$ cat src/rtl/pc_sequencer.sv
// ============================================================================
// pc_sequencer: program counter with jump/branch/call/ret and circular RAS.
// Rev 1.0
// ============================================================================
`default_nettype none

module pc_sequencer #(
  parameter int AW        = 16,
  parameter int DISP_W    = 8,
  parameter int LABEL_W   = 11,
  parameter int RAS_DEPTH = 4
) (
  input  logic                           clk,
  input  logic                           clr,
  input  logic                           stall,
  input  logic                           jmp,
  input  logic                           branch,
  input  logic                           call,
  input  logic                           ret,
  input  logic                           sel_rd,
  input  logic                           sel_label,
  input  logic                           sel_rm,
  input  logic [DISP_W-1:0]              disp,
  input  logic [LABEL_W-1:0]             label,
  input  logic [AW-1:0]                  rd,
  input  logic [AW-1:0]                  rm,
  output logic [AW-1:0]                  pc,
  output logic [$clog2(RAS_DEPTH):0]     ras_count,
  output logic                           ras_overflow,
  output logic                           ras_underflow
);

  localparam int c_PW = $clog2(RAS_DEPTH);
  localparam int c_CW = c_PW + 1;
  localparam logic [c_CW-1:0] c_DEPTH = c_CW'(RAS_DEPTH);

  typedef enum logic [2:0] {
    OP_HOLD   = 3'd0,
    OP_POP    = 3'd1,
    OP_UNDER  = 3'd2,
    OP_CALL   = 3'd3,
    OP_JMP    = 3'd4,
    OP_BRANCH = 3'd5,
    OP_SEQ    = 3'd6
  } op_t;

  logic [AW-1:0]   r_pc;
  logic [AW-1:0]   r_stack [RAS_DEPTH];
  logic [c_PW-1:0] r_sp;
  logic [c_CW-1:0] r_count;
  logic            r_ovf;
  logic            r_unf;

  op_t             w_op;
  logic [AW-1:0]   w_pc_nxt;
  logic [AW-1:0]   w_pc_inc;
  logic [AW-1:0]   w_target;
  logic [AW-1:0]   w_disp_sext;
  logic [c_PW-1:0] w_sp_dec;
  logic            w_full;
  logic            w_ovf_nxt;
  logic            w_unf_nxt;

  generate
    if (DISP_W < AW) begin : g_disp_ext
      assign w_disp_sext = {{(AW-DISP_W){disp[DISP_W-1]}}, disp};
    end else begin : g_disp_full
      assign w_disp_sext = disp;
    end
  endgenerate

  assign w_pc_inc = r_pc + 1'b1;
  assign w_sp_dec = r_sp - 1'b1;
  assign w_full   = (r_count == c_DEPTH);

  // Enabled sources are ORed; the label keeps the current PC's upper page bits.
  assign w_target = ({AW{sel_rd}}    & rd)
                  | ({AW{sel_label}} & {r_pc[AW-1:LABEL_W], label})
                  | ({AW{sel_rm}}    & rm);

  always_comb begin
    w_op = OP_SEQ;
    if (stall) begin
      w_op = OP_HOLD;
    end else if (ret) begin
      w_op = (r_count != '0) ? OP_POP : OP_UNDER;
    end else if (call) begin
      w_op = OP_CALL;
    end else if (jmp) begin
      w_op = OP_JMP;
    end else if (branch) begin
      w_op = OP_BRANCH;
    end
  end

  always_comb begin
    w_pc_nxt  = w_pc_inc;
    w_ovf_nxt = 1'b0;
    w_unf_nxt = 1'b0;
    unique case (w_op)
      OP_HOLD:   w_pc_nxt = r_pc;
      OP_POP:    w_pc_nxt = r_stack[w_sp_dec];
      OP_UNDER:  w_unf_nxt = 1'b1;
      OP_CALL: begin
        w_pc_nxt  = w_target;
        w_ovf_nxt = w_full;
      end
      OP_JMP:    w_pc_nxt = w_target;
      OP_BRANCH: w_pc_nxt = r_pc + w_disp_sext;
      default:   w_pc_nxt = w_pc_inc;
    endcase
  end

  // When full, r_sp already points at the oldest slot, so a push overwrites it.
  always_ff @(posedge clk) begin
    if (clr) begin
      r_pc    <= '0;
      r_sp    <= '0;
      r_count <= '0;
      r_ovf   <= 1'b0;
      r_unf   <= 1'b0;
      for (int i = 0; i < RAS_DEPTH; i++) begin
        r_stack[i] <= '0;
      end
    end else begin
      r_pc  <= w_pc_nxt;
      r_ovf <= w_ovf_nxt;
      r_unf <= w_unf_nxt;
      if (w_op == OP_CALL) begin
        r_stack[r_sp] <= w_pc_inc;
        r_sp          <= r_sp + 1'b1;
        if (!w_full) begin
          r_count <= r_count + 1'b1;
        end
      end else if (w_op == OP_POP) begin
        r_sp    <= w_sp_dec;
        r_count <= r_count - 1'b1;
      end
    end
  end

  assign pc            = r_pc;
  assign ras_count     = r_count;
  assign ras_overflow  = r_ovf;
  assign ras_underflow = r_unf;

endmodule

`default_nettype wire

$ cat config.mk
export PLATFORM = sky130hd
export DESIGN_NAME = pc_sequencer
export DESIGN_NICKNAME = d
export VERILOG_FILES = /design/src/rtl/pc_sequencer.sv
export SDC_FILE = /design/constraint.sdc
export NUM_CORES = 1
export LEC_CHECK = 0
export ABC_AREA = 1
export CELL_PAD_IN_SITES_DETAIL_PLACEMENT = 1
export CELL_PAD_IN_SITES_GLOBAL_PLACEMENT = 2
export CORE_UTILIZATION = 32
export DETAILED_ROUTE_END_ITERATION = 10
export PLACE_DENSITY_LB_ADDON = 0.12
export SYNTH_ARGS = -nofsm -noshare
export SYNTH_HDL_FRONTEND = slang
export SYNTH_SLANG_ARGS = --single-unit
$ cat constraint.sdc
create_clock -name clk -period 2.33 [get_ports clk]
set_input_delay 0.233 -clock clk [delete_from_list [all_inputs] [get_ports clk]]
set_output_delay 0.233 -clock clk [all_outputs]
set_load 0.1 [all_outputs]
* After elaboration in Yosys (flattened, before gate mapping) *
Memories as Yosys holds them, arrays and structs flattened.
Index checks and enable logic that the tools add are counted.

storage, ports and cells
  bits in registers = 23
  latch bits = 0
  bits in writable memories = 64
  bits in read-only memories = 0
  input port bits = 61
  memories kept = 1

cells by class
  add/sub/neg operators = 6
  $mul = 0
  div/mod/pow operators = 0
  order comparisons = 0
  equal/unequal tests = 7
  shift operators = 0
  mux-type cells = 21
  bitwise logic cells = 6
  reductions and logical operators = 7

memory list
  name     depth  width  rd ports  clocked after memory_dff  write ports  line  source
  r_stack  4      16     1         0                         4            48    logic [AW-1:0] r_stack [RAS_DEPTH];

operator list
  cell                                                                   count
  16-bit one-hot mux with 4 select lines                                 1
  16-bit bitwise AND                                                     3
  16-bit OR                                                              2
  3-bit two-way mux                                                      6
  16-bit by 1-bit adder with 16-bit output, second input constant        1
  16-bit adder                                                           1
  16-bit two-way mux                                                     1
  16-bit OR reduction                                                    1
  2-bit two-way mux                                                      6
  3-bit equality test, second input constant                             3
  1-bit two-way mux                                                      7
  3-bit by 2-bit equality test with 1-bit output, second input constant  2
  2-bit OR reduction                                                     2
  3-bit by 1-bit adder with 3-bit output, second input constant          1
  3-bit by 1-bit equality test with 1-bit output, second input constant  1
  3-bit logical NOT                                                      1
  3-bit nonzero test                                                     1
  3-bit by 1-bit subtractor with 3-bit output, second input constant     1
  2-bit by 1-bit adder with 2-bit output, second input constant          1
  2-bit inequality test, second input constant                           1
  2-bit AND reduction                                                    1
  2-bit nonzero test                                                     1
  2-bit by 1-bit subtractor with 2-bit output, second input constant     1
  1-bit inverter                                                         1

* Logic depth before layout (Yosys ltp) *
Gate-level depths: netlist of the first run.

  word-level depth = 11
  mapped depth = 13
  gate-level depth less buffers = 13

* Worst setup path after synthesis of the first run *
OpenSTA, ideal clock, no wires.

  path type = flip-flop to flip-flop
  start point = register r_pc[1] (netlist: pc[1])
  end point = register r_pc[14] (netlist: pc[14])
  setup time = 0.137 ns
  arrival = 2.294 ns
  data required time = 2.193 ns
  setup slack = -0.100 ns
  cell stages (with the launch flop) = 11
  buffers on the path = 0
  path through = dfxtp_1 > ha_1 > nand3_1 > nor2_1 > nand3_1 > nand2_1 > nand2_1 > inv_1 > a21oi_1 > nand2_1 > a21oi_1

between the ends
  word-level cells in the longest chain between the ends = 2
  elaborated cells on any way between the ends = 3
  those cells by class = add/sub: 2; mux: 1

RTL lines
  item                                                                             line     source
  start: declaration                                                               47       logic [AW-1:0] r_pc;
  start signal: assignment                                                         126      r_pc <= w_pc_nxt;
  16-bit by 1-bit adder with 16-bit output / 16-bit adder (equally long branches)  72, 109
  16-bit one-hot mux with 4 select lines *                                         100      unique case (w_op)

Every way passes the cells marked *; elsewhere a longest branch is shown, timed or not.
A chain may end at the register's enable or synchronous reset.

* Worst setup path after layout of the first run *
  start point = register r_pc[0] (netlist: pc[0])
  end point = register r_pc[10] (netlist: pc[10])

The elaborated chain is that of the path after synthesis.

==> impl_metrics.ini, run 1 <==
[sta]
rsz0062_at_grt = no
period_needed_ps = 2070
post-route-period-util_pct = 88.7
worst_pin_slew_ps = 593
relSlewSlack_pct = 60.4
hold_ws_ps = 553
clock_skew_ps = 3.57
fmax_ghz = 0.484
worst_slack_ps = 263
tns_ps = 0
drv_slew = 0
hold_viol = 0
finalSetupViolCount = 0

[power]
p_leak_uw = 0.00310
power_frac_seq_pct = 40.7
cellPowerDensity_mw_per_mm2 = 631
comb_power_share_pct = 28.8
p_sw_share_pct = 35.7
p_int_uw = 2880
p_sw_uw = 1600
ir_drop_v = 0.000326
p_clk_share_pct = 30.6

[job]
cap_violations = 0

[hold_path]
hold_path.class = flop to flop
min_from = ras_count[0]

[final_layout]
seqCellArea_mm2 = 0.00239
fin_util_pct = 41.0
n_fill_cell = 2134
drive_gt1_share_pct = 12.5
final_cell_area_mm2 = 0.00709
area_growth_pct = 25.3
final_nets = 935
multiInputGateArea_mm2 = 0.00283
antennaDiodeCount = 0

[yosys]
syn_area_per_cell_um2 = 7.50
syn-cell-area_mm2 = 0.00566
ys_seq_area_share_pct = 42.1
synth_warnings = 0
netlist_instances = 755
synth_edf_count = 64
synthFlopType = edfxtp_1
synth_top_area_cell = edfxtp_1
syn_nets = 834
ys_types = 46
synth_seq_cells = 87
async_flop_share_pct = 0
yosysTopAreaCellShare_pct = 34.0
netlist_top_cells_area = edfxtp_1 34%, nand2_1 15%, dfxtp_1 8.1%, nor2_1 6.3%, inv_1 5.1%

[clock_network]
ctsResizeCount = 0
cts_sinks = 87
cts_tree = done
htreeDepth = 3
ctsHoldBuffers = 0
cts_buffer_depth = 2
ctsRootBufferMaster = clkbuf_16
cts_made_buffers = 9
clk_pin_slew_worst_paths_ps = 60
worstSkewPairLatency_ps = 350
post_cts_buffers = 0

[routing]
ant_nets = 0
drc = 0
post_drt_via_cell_ratio = 5.02
wire_per_inst_um = 18.9
routed_wl_um = 20600
routed-via-count = 5454
dr.pass1.iters = 5
drt-initial-drc-count = 219

[critical_path]
critPathTopFamily = simple AND/OR/NAND/NOR gates
worstPathMaxFanout = 7
worstPathCellList = ha_1 > fa_1 > nand2_1 > nand2_1 > nand3_1 > nand2_1 > nand2_1 > nand3b_1 > nand3_1 > nand4_1 > nand2_1 > inv_1
cp.arrival_ps = 2320
end_kind = flop
startpoint = pc[0]
path_common_cell = nand2_1
r2r_start = pc[0]
start_kind = flop
crit_required_ps = 2580
worstSetupPathType = flop to flop
path_buf_inv = 1
cp_slowest_cell = dfxtp_2
cp_slowest_stage_delay_ps = 380

[global_routing]
grt_pass1_wl_um = 30900
overflow = 0
antenna_found_initial = 0
track_usage_pct = 23.2
grt_max_degree = 17
grt_pass1_vias = 5502

[placement]
place_area_mm2 = 0.00682
hpwl_um = 16000
place_ws_ps = -27.4
port_buffers = 81
place_congestion = 0.855

[floorplan]
row_count = 48
core_mm2 = 0.0173
num_io_pins = 82
dieHeight_um = 135
start_util_pct = 32.7
die-area_mm2 = 0.0182
die_w_um = 135

[outcome]
outcome = complete, no violations
==> area by class of cell <==
cell class / instances / share of cell area (%)
Clock buffer: 10 / 3.23
Clock inverter: 6 / 0.618
Inverter: 90 / 4.84
Multi-Input combinational cell: 559 / 39.8
Sequential cell: 87 / 33.7
Tap cell: 225 / 3.97
Timing Repair Buffer: 109 / 13.8
==> cell usage after synthesis, types with 10 or more instances <==
cell,number
o21ai_0,13
nor2_1,95
nor3_1,14
inv_2,11
xor2_1,11
inv_1,77
ha_1,16
dfxtp_1,23
a21oi_1,41
edfxtp_1,64
clkbuf_1,10
nand3_1,52
nand2_1,232
==> sequential cells by signal (all words and copies together), names as in the netlist <==
signal and cells:
ras_underflow 1, r_stack 64, ras_overflow 1, r_sp 2, ras_count 3, pc 16
==> cell families (layout without fill, tap and decap cells) <==
kind of cell / count (synthesis) / after routing / synth area share [%]
simple gates: 436 / 436 / 34.0
xor+xnor: 14 / 14 / 2.17
compound gates: 91 / 91 / 9.46
flops: 87 / 87 / 42.1
buf+inv: 109 / 215 / 8.00
fa+ha+maj: 18 / 18 / 4.24
==> stage by stage <==
step | cells | total power, uW
after global routing | 1086 | 4680
after global placement | 1070 | 3130
after detailed placement | 1070 | 3150
after floorplan | 755 | 2660
final | 1086 | 4480
after CTS | 1086 | 4530
==> power groups by stage <==
| stage | Combinational, uW | Clock, uW | Sequential (uW) |
|---|---|---|---|
| after global routing | 1400 | 1450 | 1830 |
| final | 1290 | 1370 | 1820 |
| after floorplan | 590 | 0 | 2070 |
| after detailed placement | 1290 | 0 | 1860 |
| after global placement | 1270 | 0 | 1850 |
| after CTS | 1300 | 1400 | 1820 |
==> layer usage <==
layer	vias to the layer above	share of wire, %	track usage (%)	routed length, um
met5	-	0	0	0
met4	0	1.3	6.30	273
met3	20	5.3	3.79	1080
met2	142	49	40.1	9980
met1	2618	45	29.9	9220
li1	2674	-	-	-
==> cells in the final DEF, fill, tap and decap left out, drive strengths merged <==
cell,count
edfxtp,64
nand3b,6
fa,2
or2,1
xnor2,3
a21oi,41
a22o,9
buf,49
and2,2
nor3,16
clkdlybuf4s50,60
dfxtp,23
clkinvlp,2
a21o,1
nor2,105
ha,16
nand4,9
nand3,57
a31oi,5
xor2,11
clkbuf,10
clkinv,2
inv,92
a221oi,1
nand2,240
a21boi,2
o221ai,2
o211ai,2
o21bai,1
o21ai,23
a22oi,4
==> path summary, 6_finish.rpt <==
check,depth (start not counted),slack [ps],to
max,12,260,pc[10]
min,1,550,ras_count[0]
max reg2reg,12,260,pc[10]
min reg2reg,1,550,ras_count[0]
Power figures use the tool's default switching activity.
==> inputs of run 2 (changes only) <==
==> constraint.sdc (replaced) <==
create_clock -name clk -period 2.33 [get_ports clk]
set_input_delay 0.233 -clock clk [delete_from_list [all_inputs] [get_ports clk]]
set_output_delay 0.233 -clock clk [all_outputs]
set_load 0.05 [all_outputs]
==> run 2 against run 1 <==
Worst hold slack got worse by 2.9 ps. Sequential share of layout area decreased by 0.59 points. Via count decreased by 0.48%. Global-route usage increased by 0.28 points. Clock skew increased by 5.9 ps. Die area unchanged. First-iteration DRC count increased by 22%. Critical path depth decreased by 11. Sequential power about the same. Largest cell class unchanged. Flip-flop and latch count unchanged. Largest power group unchanged.
==> impl_metrics.ini, run 2 (synthesis results as in run 1) <==
[outcome]
outcome = complete, no violations

[critical_path]
cp.arrival_ps = 1840
end_kind = primary output
worstSetupPathType = flop to primary output
r2r_start = pc[0]
rr_endpoint = pc[10]
worstPathMaxFanout = 8
cp_slowest_cell = clkdlybuf4s50_1
critPathTopFamily = buffers and inverters
cp_slowest_stage_delay_ps = 910
start_kind = flop
path_buf_inv = 1
worstPathCellList = clkdlybuf4s50_1
crit_required_ps = 2100
r2r_setup_slack_ps = 310
reg2regPathDepth = 12

[final_layout]
fin_util_pct = 41.7
layout_common_cells = 232 x nand2_1, 95 x nor2_1, 81 x clkdlybuf4s50_1
area_growth_pct = 27.3
antennaDiodeCount = 0
largest_reg_flops = 64
top_register = r_stack
final_common_cell = nand2_1
final_cell_area_mm2 = 0.00721
drive_gt1_share_pct = 10.2
final_nets = 937

[sta]
worst_pin_slew_ps = 582
clock_skew_ps = 9.47
fmax_ghz = 0.483
period_needed_ps = 2070
tns_ps = 0
relSlewSlack_pct = 61.1
drv_slew = 0
finalSetupViolCount = 0
rsz0062_at_grt = no
post-route-period-util_pct = 88.9
worst_slack_ps = 258
hold_viol = 0

[floorplan]
core_mm2 = 0.0173
row_count = 48
dieHeight_um = 135
die-area_mm2 = 0.0182
die_w_um = 135
num_io_pins = 82
start_util_pct = 32.7

[routing]
routed_wl_um = 20600
dr.pass1.iters = 4
drt-initial-drc-count = 267
wire_per_inst_um = 18.9
post_drt_via_cell_ratio = 4.99
drc = 0
routed-via-count = 5428
ant_nets = 0

[global_routing]
track_usage_pct = 23.5
globalRouteMet2Util_pct = 41.7
grt_pass1_wl_um = 31800
antenna_found_initial = 0
grt_pass1_vias = 5815
overflow = 0
use_met1_pct = 30.0
gr-max-usage-layer = met2
use_met3_pct = 3.23
grt_max_degree = 19

[clock_network]
cts_buffer_depth = 2
worstSkewPairLatency_ps = 350
cts_tree = done
clk_pin_slew_worst_paths_ps = 70
htreeDepth = 3
ctsRootBufferMaster = clkbuf_16
cts_made_buffers = 9
post_cts_buffers = 0
cts_sinks = 87

[placement]
place_ws_ps = -74.9
hpwl_um = 16100
port_buffers = 81
place_congestion = 0.802
place_area_mm2 = 0.00691

[hold_path]
worst_hold_path.num_cells = 1
min_from = ras_count[0]
min_to = ras_count[0]
hold_path.class = flop to flop

[power]
ir_drop_v = 0.000313
cellPowerDensity_mw_per_mm2 = 621
p_leak_uw = 0.00310

[job]
cap_violations = 0
run 2: timing repair:
action | in CTS | in global routing
resized for setup | 0 | 1
hold buffers | 0 | 0
endpoints found under the setup margin | 0 | 3
run 2: cell type report:
| class | instances | area [um^2] |
|---|---|---|
| clock buffer | 9 | 225 |
| clock inverter | 7 | 73.8 |
| fill | 2147 | 10100 |
| inverter | 90 | 343 |
| multi-input combinational | 559 | 2830 |
| sequential | 87 | 2380 |
| tap | 225 | 282 |
| timing repair buffer | 111 | 1070 |
run 2: routing by layer:
layer	share of wire, %	wire length [um]	vias to the layer above
met3	5.4	1110	18
met2	49	10000	126
li1	-	-	2689
met1	45	9250	2595
met4	1.1	236	0
met5	0	0	-
run 2: worst max path at each step:
stage | startpoint | to | cells after the start
after floorplan | r_sp[1] | r_stack[3][0] | 2
after global placement | disp[0] | pc[4] | 10
after detailed placement | disp[7] | pc[15] | 11
after CTS | pc[11] | pc[11] | 1
after global routing | disp[7] | pc[15] | 11
final | pc[11] | pc[11] | 1
run 2: report_power, final:
group	total, uW	switching (uW)	internal [uW]
sequential	1820	80.2	1740
clock	1460	707	757
combinational	1190	760	427
run 2: metrics by stage:
step / std cells / total power [uW] / hold WS (ps)
6_report: 1088 / 4470 / 550
3_3_place_gp: 1072 / 3020 / 507
5_1_grt: 1088 / 4670 / 606
4_1_cts: 1088 / 4510 / 567
2_1_floorplan: 755 / 2540 / 459
3_5_place_dp: 1072 / 3040 / 537
==> inputs of run 3 (changes only) <==
--- a/config.mk
+++ b/config.mk
@@ -6,6 +6,7 @@
 export NUM_CORES = 1
 export LEC_CHECK = 0
 export ABC_AREA = 1
+export CAP_MARGIN = 20
 export CELL_PAD_IN_SITES_DETAIL_PLACEMENT = 1
 export CELL_PAD_IN_SITES_GLOBAL_PLACEMENT = 2
 export CORE_UTILIZATION = 32
==> results of run 3 <==
Same layout as run 2: the final DEF is identical, and so are final timing and power.
